$ cat config.mk
export PLATFORM = sky130hd
export DESIGN_NAME = adder_sequencer
export DESIGN_NICKNAME = d
export VERILOG_FILES = /design/src/rtl/adder_sequencer.sv
export SDC_FILE = /design/constraint.sdc
export NUM_CORES = 1
export LEC_CHECK = 0
export BUFFER_PORTS_ARGS = -buffer_cell sky130_fd_sc_hd__buf_4
export CAP_MARGIN = 0
export CORE_ASPECT_RATIO = 0.9
export CORE_MARGIN = 3
export CORE_UTILIZATION = 52
export CTS_CLUSTER_SIZE = 28
export DETAILED_ROUTE_END_ITERATION = 8
export HOLD_SLACK_MARGIN = 0.06
export PLACE_DENSITY = 0.84
export SLEW_MARGIN = 0
export SYNTH_ARGS = -nofsm -noshare
export SYNTH_HDL_FRONTEND = slang
export SYNTH_SLANG_ARGS = --single-unit
$ cat constraint.sdc
create_clock -name clk -period 3.55 [get_ports clk]
set_clock_uncertainty 0.1 [all_clocks]
set_input_delay 0.1775 -clock clk [delete_from_list [all_inputs] [get_ports clk]]
set_output_delay 0.1775 -clock clk [all_outputs]
set_load 0.1 [all_outputs]
$ cat src/rtl/adder_sequencer.sv
// Three-state command sequencer in front of an external 5-bit adder datapath.
// It latches the operands, captures one result per command, and keeps a saturating accumulator.
module adder_sequencer (
  input  logic       clk,
  input  logic       reset,
  input  logic       req_valid,
  output logic       req_ready,
  input  logic [2:0] req_op,
  input  logic [4:0] req_a,
  input  logic [4:0] req_b,
  output logic [4:0] dp_a,
  output logic [4:0] dp_b,
  input  logic [4:0] dp_sum,
  input  logic [4:0] dp_abs_sum,
  input  logic [4:0] dp_diff,
  input  logic       dp_of_add,
  input  logic       dp_of_sub,
  input  logic       dp_lessthan,
  output logic       rsp_valid,
  input  logic       rsp_ready,
  output logic [4:0] rsp_data,
  output logic       rsp_flag,
  output logic [4:0] acc,
  output logic [7:0] op_count
);

  localparam logic [2:0] OpAdd = 3'b000;
  localparam logic [2:0] OpSub = 3'b001;
  localparam logic [2:0] OpAbs = 3'b010;
  localparam logic [2:0] OpLt  = 3'b011;
  localparam logic [2:0] OpAcc = 3'b100;
  localparam logic [2:0] OpClr = 3'b101;

  typedef enum logic [1:0] {StIdle, StExec, StResp} state_e;

  state_e     state_q;
  logic [2:0] op_q;
  logic [4:0] res_data;
  logic       res_flag;
  logic [4:0] acc_d;

  assign req_ready = (state_q == StIdle);
  assign rsp_valid = (state_q == StResp);

  // Result selection from the datapath for the latched op.
  always_comb begin
    res_data = 5'd0;
    res_flag = 1'b0;
    acc_d    = acc;
    case (op_q)
      OpAdd: begin
        res_data = dp_sum;
        res_flag = dp_of_add;
      end
      OpSub: begin
        res_data = dp_diff;
        res_flag = dp_of_sub;
      end
      OpAbs: begin
        res_data = dp_abs_sum;
        res_flag = dp_of_add;
      end
      OpLt: begin
        res_data = {4'b0000, dp_lessthan};
      end
      OpAcc: begin
        res_flag = dp_of_add;
        // Overflow saturates toward the sign of the accumulator operand.
        if (dp_of_add) begin
          res_data = dp_a[4] ? 5'b10000 : 5'b01111;
        end else begin
          res_data = dp_sum;
        end
        acc_d = res_data;
      end
      OpClr: begin
        acc_d = 5'd0;
      end
      default: begin
        res_flag = 1'b1;
      end
    endcase
  end

  always_ff @(posedge clk) begin
    if (reset) begin
      state_q  <= StIdle;
      op_q     <= OpAdd;
      dp_a     <= 5'd0;
      dp_b     <= 5'd0;
      rsp_data <= 5'd0;
      rsp_flag <= 1'b0;
      acc      <= 5'd0;
      op_count <= 8'd0;
    end else begin
      case (state_q)
        StIdle: begin
          if (req_valid) begin
            op_q <= req_op;
            if (req_op == OpAcc) begin
              dp_a <= acc;
              dp_b <= req_a;
            end else begin
              dp_a <= req_a;
              dp_b <= req_b;
            end
            state_q <= StExec;
          end
        end
        StExec: begin
          rsp_data <= res_data;
          rsp_flag <= res_flag;
          acc      <= acc_d;
          state_q  <= StResp;
        end
        StResp: begin
          if (rsp_ready) begin
            op_count <= op_count + 8'd1;
            state_q  <= StIdle;
          end
        end
        default: begin
          state_q <= StIdle;
        end
      endcase
    end
  end

endmodule

==> results of run 1 <==
[cells by family after synthesis]
family / after synthesis / share of synthesized area (%)
fa+ha+maj: 1 / 0.718
buf+inv: 16 / 5.17
flops: 34 / 39.1
mux: 24 / 14.2
compound gates: 47 / 18.8
simple gates: 62 / 21.0
xor+xnor: 2 / 1.01
[state kept, by name, summed over array words and instances, names as in the netlist]
name,cells
acc,5
op_q,3
op_count,8
state_q,2
dp_a,5
dp_b,5
rsp_flag,1
rsp_data,5
[where the power goes]
group | switching, W | total (W) | internal, W | leakage (nW)
combinational | 0.000188 | 0.000276 | 0.0000878 | 0.611
sequential | 0.0000217 | 0.000422 | 0.000400 | 0.278
clock | 0.000132 | 0.000288 | 0.000156 | 0.0482
[layer usage]
metal,GRT usage (%),vias up
li1,-,814
met1,28.5,728
met2,34.7,74
met3,5.74,4
met4,4.91,0
met5,0,-
[critical path, delay by kind of cell]
family | cells | cell delay, ns
AO/OA/AOI/OAI | 1 | 0.28
buffers and inverters | 2 | 0.68
multiplexers | 1 | 0.17
AND/OR/NAND/NOR | 1 | 0.85
[layout make-up]
class	count	area share, %
multi-input combinational	136	42.1
sequential	34	29.3
timing repair buffer	67	21.9
clock buffer	7	3.72
tap	42	2.27
inverter	3	0.485
clock inverter	1	0.216
[metrics by stage]
step                util, %  instance area (um2)  hold WS (ns)
global placement       70.4                 2210         0.327
CTS                    73.9                 2320        0.0933
detailed placement     70.4                 2210         0.340
floorplan                 -                 1740         0.225
finish                 73.9                 2320        0.0959
global route           73.9                 2320         0.115
[worst paths after layout]
check / start / to / slack (ns)
worst max register to register: state_q[0] / op_q[0] / 1.77
worst min-delay path: req_op[0] / op_q[0] / 0.1
worst max-delay path: req_op[1] / dp_b[3] / 1.48
worst min register to register: acc[1] / acc[1] / 0.38
[cells in the final DEF, fill, tap and decap left out, types with 4 or more instances in the layout]
master and instances:
buf_4 65, dfxtp_1 34, nor2_1 21, mux2i_1 18, a211oi_1 11, nand2_1 11
nor2b_1 10, a21oi_1 9, mux2_2 6, o21ai_0 6, clkbuf_8 6, a32oi_1 5
a311oi_1 4, o211ai_1 4
==> results.md, run 1 <==
- DRC violations left: 0
- Sequential share of the synthesized area: 39.1%
- Via density: 5.59
- Crit-path max FO: 10
- WHS Path Cells: 3
- Reg area: 681 um2
- Row cnt: 19
- Syn_nets: 222
- Gr ovfl total: 0
- Metal3 WL: 370 um
- Dpl ws: 1.73 ns
- Drt first pass iters: 4
- Top-area cell type share of the netlist area: 39.1%
- Mapped Cells: 186
- Final Hold Violating Endpoints: 0
- Root Driver: clkbuf_8
- Main flop type after synthesis: dfxtp_1
- CTS Buffer Depth: 2
- Async S/R FF share, synth: 0%
- Avg WL per Cell: 14.6 um
- Top-count cell post-synth: dfxtp_1
- Pins over their slew limit: 0
- Tot GR Track Use: 21.4%
- DP HPWL: 3030 um
- Area of the multi-input gates: 976 um2
- Endpoints failing setup: 0
- First-pass GRT wire length: 6730 um
- Met1 wire length: 2020 um
- Status: completed
- Chip Width: 67.0 um
- Post-CTS sizing: 0
- Period utilization: 58.3%
- Final nets: 283
- Post-synth cell types: 40
- Synth top area cells: dfxtp_1 39%, mux2i_1 10%, a211oi_1 4.7%
- Final min period: 2.07 ns
- Area growth, synth to finish: 33.2%
- Slew headroom: 28.0%
- Clock-pin transition on the worst setup and hold timing paths: 0.07 ns
- Clk Latency, worst-skew pair: 0.28 ns
- Number of global-route vias before repair: 1463
- CP Launch Type: input pin
- Max-Cap Viols: 0
- Total Die Area: 4080 um2
- Worst vdd ir: 343 uV
- Largest net degree at the start of global routing: 36
- Hold_buf cts: 2
- Post-synth EDFFs: 0
- I/O pins: 66
- Antenna violations before repair: 0
- Slowest library cell on the worst path: nor3b_2
- R2R depth: 3
- Commonest cells in the netlist: 34 x dfxtp_1, 21 x nor2_1, 18 x mux2i_1, 11 x a211oi_1, 11 x nand2_1
- CTS Sinks: 34
- Core Box Area: 3140 um2
- Routed vias: 1620
- Overall Power: 0.000986 W
- Worst Path Arrival: 2.16 ns
- Met2 WL: 1810 um
- Worst setup margin: 1.48 ns
- Die Ht: 60.9 um
- Synth Register Bits: 34
- CP max stage delay: 0.85 ns
- Endpoint type of the worst setup path: flop
- Mapped Area: 1740 um2
- Layout cell share with drive strength beyond 1: 33.5%
- Setup repair bufs after CTS: 0
- Top cell type by total area after synthesis: dfxtp_1
- YS warnings: 0
- Gp weighted congestion: 0.837
- Cts bufs inserted: 5
- CP Cell Sequence: dlygate4sd3_1, buf_4, nor3b_2, mux2i_1, a211oi_1
- Starting Density: 55.5%
- PortBufs: 65
- Routed Antenna Nets: 0
- DP Cell Count: 280
- CP Class: input pin to flop
- Fmax: 483 MHz
- Setup tns final: 0 ns
- Pleak: 0.936 nW
- Pwr dens: 425 nW/um2
- DRT iter0 DRCs: 118
- CTS tree: yes
- Average size of a mapped cell: 9.36 um2
- Final WL: 4230 um
- H-tree level count: 2
- Worst-Margin Slew: 1.08 ns
- Non-Filler Instances: 290
- Antenna diodes: 0
- Data required, critical path: 3.64 ns
- Fill cells: 255
- RSZ-0062 raised after global routing: no
- HP Class: input pin to flop
- Max Used Layer: met4
Note: power is estimated with default switching activity, not from simulation.
==> run 2: changes to the inputs <==
--- a/config.mk
+++ b/config.mk
@@ -9,11 +9,11 @@
 export CAP_MARGIN = 0
 export CORE_ASPECT_RATIO = 0.9
 export CORE_MARGIN = 3
-export CORE_UTILIZATION = 52
+export CORE_UTILIZATION = 48
 export CTS_CLUSTER_SIZE = 28
 export DETAILED_ROUTE_END_ITERATION = 8
 export HOLD_SLACK_MARGIN = 0.06
-export PLACE_DENSITY = 0.84
+export PLACE_DENSITY = 0.78
 export SLEW_MARGIN = 0
 export SYNTH_ARGS = -nofsm -noshare
 export SYNTH_HDL_FRONTEND = slang
==> constraint.sdc (replaced) <==
create_clock -name clk -period 1.99 [get_ports clk]
set_clock_uncertainty 0.1 [all_clocks]
set_input_delay 0.0995 -clock clk [delete_from_list [all_inputs] [get_ports clk]]
set_output_delay 0.0995 -clock clk [all_outputs]
set_load 0.1 [all_outputs]
==> run 2 against run 1 <==
  * Sequential power rose by 77%
  * Critical path depth is 2 lower
  * Total power increased by 75%
  * Sequential share of layout area down 0.25 points
  * Global-route usage is 1.7 points lower
  * Via count decreased by 0.37%
  * Clock power increased by 64%
  * Sequential cell count is the same
  * Design area rose by 1.6%
  * Largest power group unchanged
  * Highest routed layer unchanged
==> results.md, run 2 (synthesis gave the netlist of run 1 again) <==
- PortBufs: 65 (unchanged)
- R2R depth: 3 (unchanged)
- Hold Slack: 0.0616 ns (was 0.0959 ns)
- Avg WL per Cell: 14.2 um (was 14.6 um)
- Layout cell share with drive strength beyond 1: 35.3% (was 33.5%)
- CP Launch Type: flop (was input pin)
- I/O pins: 66 (unchanged)
- Reg with most FFs: op_count (unchanged)
- Worst Path Arrival: 1.62 ns (was 2.16 ns)
- CP max stage delay: 0.65 ns (was 0.85 ns)
- Fill cells: 270 (was 255)
- Routed Antenna Nets: 0 (unchanged)
- Slew headroom: 64.4% (was 28.0%)
- Drt first pass iters: 4 (unchanged)
- Final min period: 1.56 ns
- Slowest library cell on the worst path: dfxtp_1 (was nor3b_2)
- Endpoint type of the worst setup path: flop (unchanged)
- Crit-path max FO: 14 (was 10)
- Root Driver: clkbuf_8 (unchanged)
- Antenna diodes: 0 (unchanged)
- DRC violations left: 0 (unchanged)
- CTS Sinks: 34 (unchanged)
- Worst setup margin: 0.428 ns (was 1.48 ns)
- Chip Width: 69.5 um (was 67.0 um)
- Max-Cap Viols: 0 (unchanged)
- DP HPWL: 3070 um (was 3030 um)
- CP Cell Sequence: mux2_2, a32oi_1, a221oi_1 (was dlygate4sd3_1, buf_4, nor3b_2, mux2i_1, a211oi_1)
- Via density: 5.45 (was 5.59)
- WHS Path Cells: 3 (unchanged)
- Commonest non-fill, non-tap cells in the layout: 68 x buf_4, 30 x dfxtp_1, 21 x nor2_1 (was 65 x buf_4, 34 x dfxtp_1, 21 x nor2_1)
- Worst-Margin Slew: 0.534 ns (was 1.08 ns)
- Antenna violations before repair: 0 (unchanged)
- Die Ht: 63.1 um (was 60.9 um)
- Area growth, synth to finish: 35.3% (was 33.2%)
- Endpoints failing setup: 0 (unchanged)
- Gr ovfl total: 0 (unchanged)
- First-pass GRT wire length: 6930 um (was 6730 um)
- Max FFs per register: 8 (unchanged)
- Gp weighted congestion: 0.842 (was 0.837)
- CTS Buffer Depth: 2 (unchanged)
- CTS tree: yes (unchanged)
- Setup tns final: 0 ns (unchanged)
- Routed vias: 1614 (was 1620)
- Setup repair bufs after CTS: 0 (unchanged)
- Final nets: 288 (was 283)
- Clk Latency, worst-skew pair: 0.29 ns (was 0.28 ns)
- HP Class: input pin to flop (unchanged)
- Clock-pin transition on the worst setup and hold timing paths: 0.07 ns (about the same)
- Fmax: 640 MHz
- Final WL: 4210 um (was 4230 um)
- Period utilization: 78.5%
- Starting Density: 50.8% (was 55.5%)
- Final Hold Violating Endpoints: 0 (unchanged)
- DRT iter0 DRCs: 82 (was 118)
- Data required, critical path: 2.05 ns (was 3.64 ns)
- H-tree level count: 2 (unchanged)
- Row cnt: 20 (was 19)
- Tot GR Track Use: 19.6% (was 21.4%)
- Pleak: 0.953 nW (was 0.936 nW)
- Cts bufs inserted: 5 (unchanged)
- Worst vdd ir: 456 uV (was 343 uV)
- DP Cell Count: 285 (was 280)
- RSZ-0062 raised after global routing: no (unchanged)
- Core Box Area: 3430 um2 (was 3140 um2)
- Dpl ws: 0.454 ns (was 1.73 ns)
- Overall Power: 0.00172 W (was 0.000986 W)
- Largest net degree at the start of global routing: 36 (unchanged)
- CP Class: flop to flop (was input pin to flop)
- Status: completed (unchanged)
- Number of global-route vias before repair: 1486 (was 1463)
- Non-Filler Instances: 296 (was 290)
- Leading cell type in the layout, fill and taps excluded: buf_4 (unchanged)
- Total Die Area: 4390 um2 (was 4080 um2)
- Pins over their slew limit: 0 (unchanged)
- Pwr dens: 731 nW/um2 (was 425 nW/um2)
run 2: cell types whose count changed in the layout (fill, tap and decap cells not counted), sizes merged:
| cell | change |
|---|---|
| buf | +3 |
| dlygate4sd3 | +2 |
| clkinv | -1 |
run 2: path summary, 6_finish.rpt:
path / startpoint / to / slack, ns
worst max-delay path: op_q[1] / rsp_data[4] / 0.43
worst min-delay path: req_b[1] / dp_b[1] / 0.06
worst max register to register: op_q[1] / rsp_data[4] / 0.43
worst min register to register: acc[3] / acc[3] / 0.38
run 2: through the flow:
stage	cell area [um2]	util [%]
after floorplan	1750	-
after global placement	2240	65.4
after detailed placement	2240	65.4
after CTS	2360	68.8
after global routing	2360	68.8
final	2360	68.8
run 2: area by class of cell:
class,count,area (um2),share of cell area [%]
multi-input combinational,136,978,41.5
tap,44,55.1,2.34
clock buffer,7,76.3,3.24
timing repair buffer,72,551,23.4
inverter,3,11.3,0.478
sequential,34,686,29.1
run 2: timing repair:
item / in CTS / in global routing
hold endpoints to repair: 4 / 0
gates resized for setup: 0 / 0
hold buffers: 4 / 0
setup endpoints to repair: 0 / 0
run 2: power breakdown:
| part | switching [W] | internal [W] |
|---|---|---|
| combinational | 0.000340 | 0.000163 |
| sequential | 0.0000333 | 0.000715 |
| clock | 0.000232 | 0.000241 |
run 2: worst max-delay path, delay by kind of cell, from the launching register on:
kind	cells	cell delay [ns]
flops	1	0.65
compound gates	2	0.29
mux	1	0.39
run 2: per-layer routing:
metal | global-route usage (%) | vias up | wire (um)
met5 | 0 | - | 0
met2 | 28.0 | 63 | 1750
met1 | 26.9 | 725 | 2060
met4 | 7.32 | 0 | 59
li1 | - | 821 | -
met3 | 7.18 | 5 | 336
==> run 3: changes to the inputs <==
--- a/config.mk
+++ b/config.mk
@@ -9,11 +9,11 @@
 export CAP_MARGIN = 0
 export CORE_ASPECT_RATIO = 0.9
 export CORE_MARGIN = 3
-export CORE_UTILIZATION = 48
+export CORE_UTILIZATION = 44
 export CTS_CLUSTER_SIZE = 28
 export DETAILED_ROUTE_END_ITERATION = 8
 export HOLD_SLACK_MARGIN = 0.06
-export PLACE_DENSITY = 0.78
+export PLACE_DENSITY = 0.76
 export SLEW_MARGIN = 0
 export SYNTH_ARGS = -nofsm -noshare
 export SYNTH_HDL_FRONTEND = slang
==> constraint.sdc (replaced) <==
create_clock -name clk -period 1.4 [get_ports clk]
set_clock_uncertainty 0.1 [all_clocks]
set_input_delay 0.07 -clock clk [delete_from_list [all_inputs] [get_ports clk]]
set_output_delay 0.07 -clock clk [all_outputs]
set_load 0.1 [all_outputs]
==> run 3 against run 2 <==
  * The run now ends with setup timing left
  * Sequential power is 42% higher
  * Maximum frequency rose by 6.5%
  * Register-to-register slack got worse by 0.49 ns
  * Worst hold slack better by 0.020 ns
  * Design area up 26%
  * Critical path type unchanged
==> results.md, run 3 (synthesis gave the netlist of run 1 again) <==
- Worst-Margin Slew: 0.388 ns (was 0.534 ns)
- I/O pins: 66 (unchanged)
- Routed vias: 1785 (was 1614)
- Failing checks: setup timing
- DP HPWL: 3270 um (was 3070 um)
- R2R depth: 6 (was 3)
- Data required, critical path: 1.46 ns (was 2.05 ns)
- RSZ-0062 raised after global routing: yes (was no)
- Cts bufs inserted: 5 (unchanged)
- Row cnt: 21 (was 20)
- H-tree level count: 2 (unchanged)
- Gr ovfl total: 0 (unchanged)
- Sequential share of power: 35.3% (was 43.4%)
- Area of the multi-input gates: 1100 um2 (was 978 um2)
- First-pass GRT wire length: 7750 um (was 6930 um)
- Period utilization: 105% (was 78.5%)
- Core Box Area: 3760 um2 (was 3430 um2)
- Status: finished, violations left (was completed)
- Pleak: 1.23 nW (was 0.953 nW)
- Power Internal: 0.00205 W (was 0.00112 W)
- Switch Pwr: 0.000959 W (was 0.000605 W)
- Root Driver: clkbuf_8 (unchanged)
- Leading cell type in the layout, fill and taps excluded: buf_4 (unchanged)
- DRT iter0 DRCs: 104 (was 82)
- CTS Sinks: 34 (unchanged)
- Pins over their slew limit: 0 (unchanged)
- Avg WL per Cell: 15.7 um (was 14.2 um)
- Worst setup path endpoint: op_q[2] (was rsp_data[4])
- CP Launch Type: flop (unchanged)
- HP Class: input pin to flop (unchanged)
- CTS tree: yes (unchanged)
- Slew headroom: 74.1% (was 64.4%)
- Fmax: 682 MHz (was 640 MHz)
- DRC violations left: 0 (unchanged)
- Worst setup margin: -0.0670 ns (was 0.428 ns)
- Tot GR Track Use: 20.9% (was 19.6%)
- Commonest non-fill, non-tap cells in the layout: 80 x buf_4, 21 x dfxtp_2, 18 x nor2_1 (was 68 x buf_4, 30 x dfxtp_1, 21 x nor2_1)
- Clk pwr share: 35.0% (was 27.4%)
- Clk Latency, worst-skew pair: 0.28 ns (was 0.29 ns)
- Final WL: 5210 um (was 4210 um)
- Via density: 5.39 (was 5.45)
- Number of global-route vias before repair: 1614 (was 1486)
- Final min period: 1.47 ns (was 1.56 ns)
- Hold Slack: 0.0819 ns (was 0.0616 ns)
- PortBufs: 65 (unchanged)
- Antenna violations before repair: 0 (unchanged)
- Dpl ws: -0.141 ns (was 0.454 ns)
- Pwr dens: 1010 nW/um2 (was 731 nW/um2)
- Chip Width: 72.3 um (was 69.5 um)
- Final Hold Violating Endpoints: 0 (unchanged)
- Clock-pin transition on the worst setup and hold timing paths: 0.07 ns (about the same)
- Starting Density: 46.4% (was 50.8%)
- R2R Path End: op_q[2] (was rsp_data[4])
- Total Die Area: 4750 um2 (was 4390 um2)
- Fill cells: 247 (was 270)
- Die Ht: 65.7 um (was 63.1 um)
- Gp weighted congestion: 0.865 (was 0.842)
- DP Cell Count: 299 (was 285)
- Utilization after layout: 79.0% (was 68.8%)
- CP Class: flop to flop (unchanged)
- Reg with most FFs: op_count (unchanged)
- Max FFs per register: 8 (unchanged)
- Layout cell share with drive strength beyond 1: 56.8% (was 35.3%)
- Max-Cap Viols: 0 (unchanged)
- Worst vdd ir: 720 uV (was 456 uV)
- Non-Filler Instances: 331 (was 296)
- R2R Setup Slk: -0.07 ns (was 0.43 ns)
- Antenna diodes: 0 (unchanged)
- Comb power frac: 29.7% (was 29.2%)
- Drt first pass iters: 4 (unchanged)
- Worst Path Arrival: 1.53 ns (was 1.62 ns)
- Sw Share: 31.9% (was 35.1%)
- Startpoint of the worst register-to-register path: state_q[1] (was op_q[1])
- Endpoint type of the worst setup path: flop (unchanged)
- Reg area: 756 um2 (was 686 um2)
- Crit path from: state_q[1] (was op_q[1])
- CTS Buffer Depth: 2 (unchanged)
- Final nets: 320 (was 288)
- Largest net degree at the start of global routing: 36 (unchanged)
- Endpoints failing setup: 10 (was 0)
- Area growth, synth to finish: 70.4% (was 35.3%)
- Crit-path max FO: 7 (was 14)
- Routed Antenna Nets: 0 (unchanged)
run 3: cell count changes in the layout (fill, tap and decap cells not counted), moves of 3 or more:
| cell | delta |
|---|---|
| nor2_1 | -3 |
| buf_6 | +5 |
| dlygate4sd3_1 | +10 |
| dfxtp_2 | +17 |
| dfxtp_4 | +13 |
| buf_4 | +12 |
| clkbuf_16 | +3 |
| dfxtp_1 | -30 |
run 3: layer usage:
metal / global-route usage [%] / vias to the layer above / share of wire, %
met5: 0 / - / 0
met2: 30.9 / 68 / 46
met4: 7.04 / 0 / 0.90
li1: - / 890 / -
met3: 5.05 / 7 / 7.1
met1: 29.4 / 820 / 46
run 3: power groups by stage:
stage                     registers [W]  logic [W]  clock network, W
after floorplan                 0.00134   0.000274                 0
after global placement          0.00108   0.000745                 0
after detailed placement        0.00108   0.000749                 0
after CTS                       0.00106   0.000789           0.00107
after global routing            0.00107   0.000935           0.00111
final                           0.00106   0.000891           0.00105
run 3: stage by stage:
stage | area (um2) | total power (W) | setup TNS, ns
2_1_floorplan | 1840 | 0.00161 | -0.338
3_3_place_gp | 2450 | 0.00183 | -0.446
3_5_place_dp | 2450 | 0.00183 | -0.709
4_1_cts | 2750 | 0.00293 | -0.0455
5_1_grt | 2970 | 0.00311 | -1.01
6_report | 2970 | 0.00300 | -0.266
run 3: what timing repair did:
action                                  in CTS  in global routing
gates cloned                                 0                  3
endpoints found under the hold margin       14                  0
buffers inserted                             0                  7
pin swaps                                    0                 10
endpoints found under the setup margin      17                 25
resized for setup                            9                 29
hold buffers                                14                  0
run 3: layout make-up:
type                       instances  area share [%]
inverter                           3           0.379
sequential                        34            25.5
clock inverter                     1            1.01
tap                               46            1.94
clock buffer                       7            3.63
timing repair buffer             104            30.4
multi-input combinational        136            37.2
run 3: worst max-delay path, cell delays in order (launching register included):
cell and delay [ns]:
dfxtp_4 0.38, buf_6 0.12, nor3b_4 0.21, buf_4 0.16, buf_12 0.12, mux2i_1 0.19, nor2_1 0.06
run 3: worst min-delay path by stage:
stage                     startpoint     endpoint  cells after the start
after global routing      dp_diff[1]  rsp_data[1]                      3
after CTS                      reset      op_q[1]                      2
after detailed placement   req_op[2]      op_q[2]                      3
after global placement     req_op[2]      op_q[2]                      3
after floorplan            req_op[0]      op_q[0]                      2
final                          reset  op_count[2]                      2
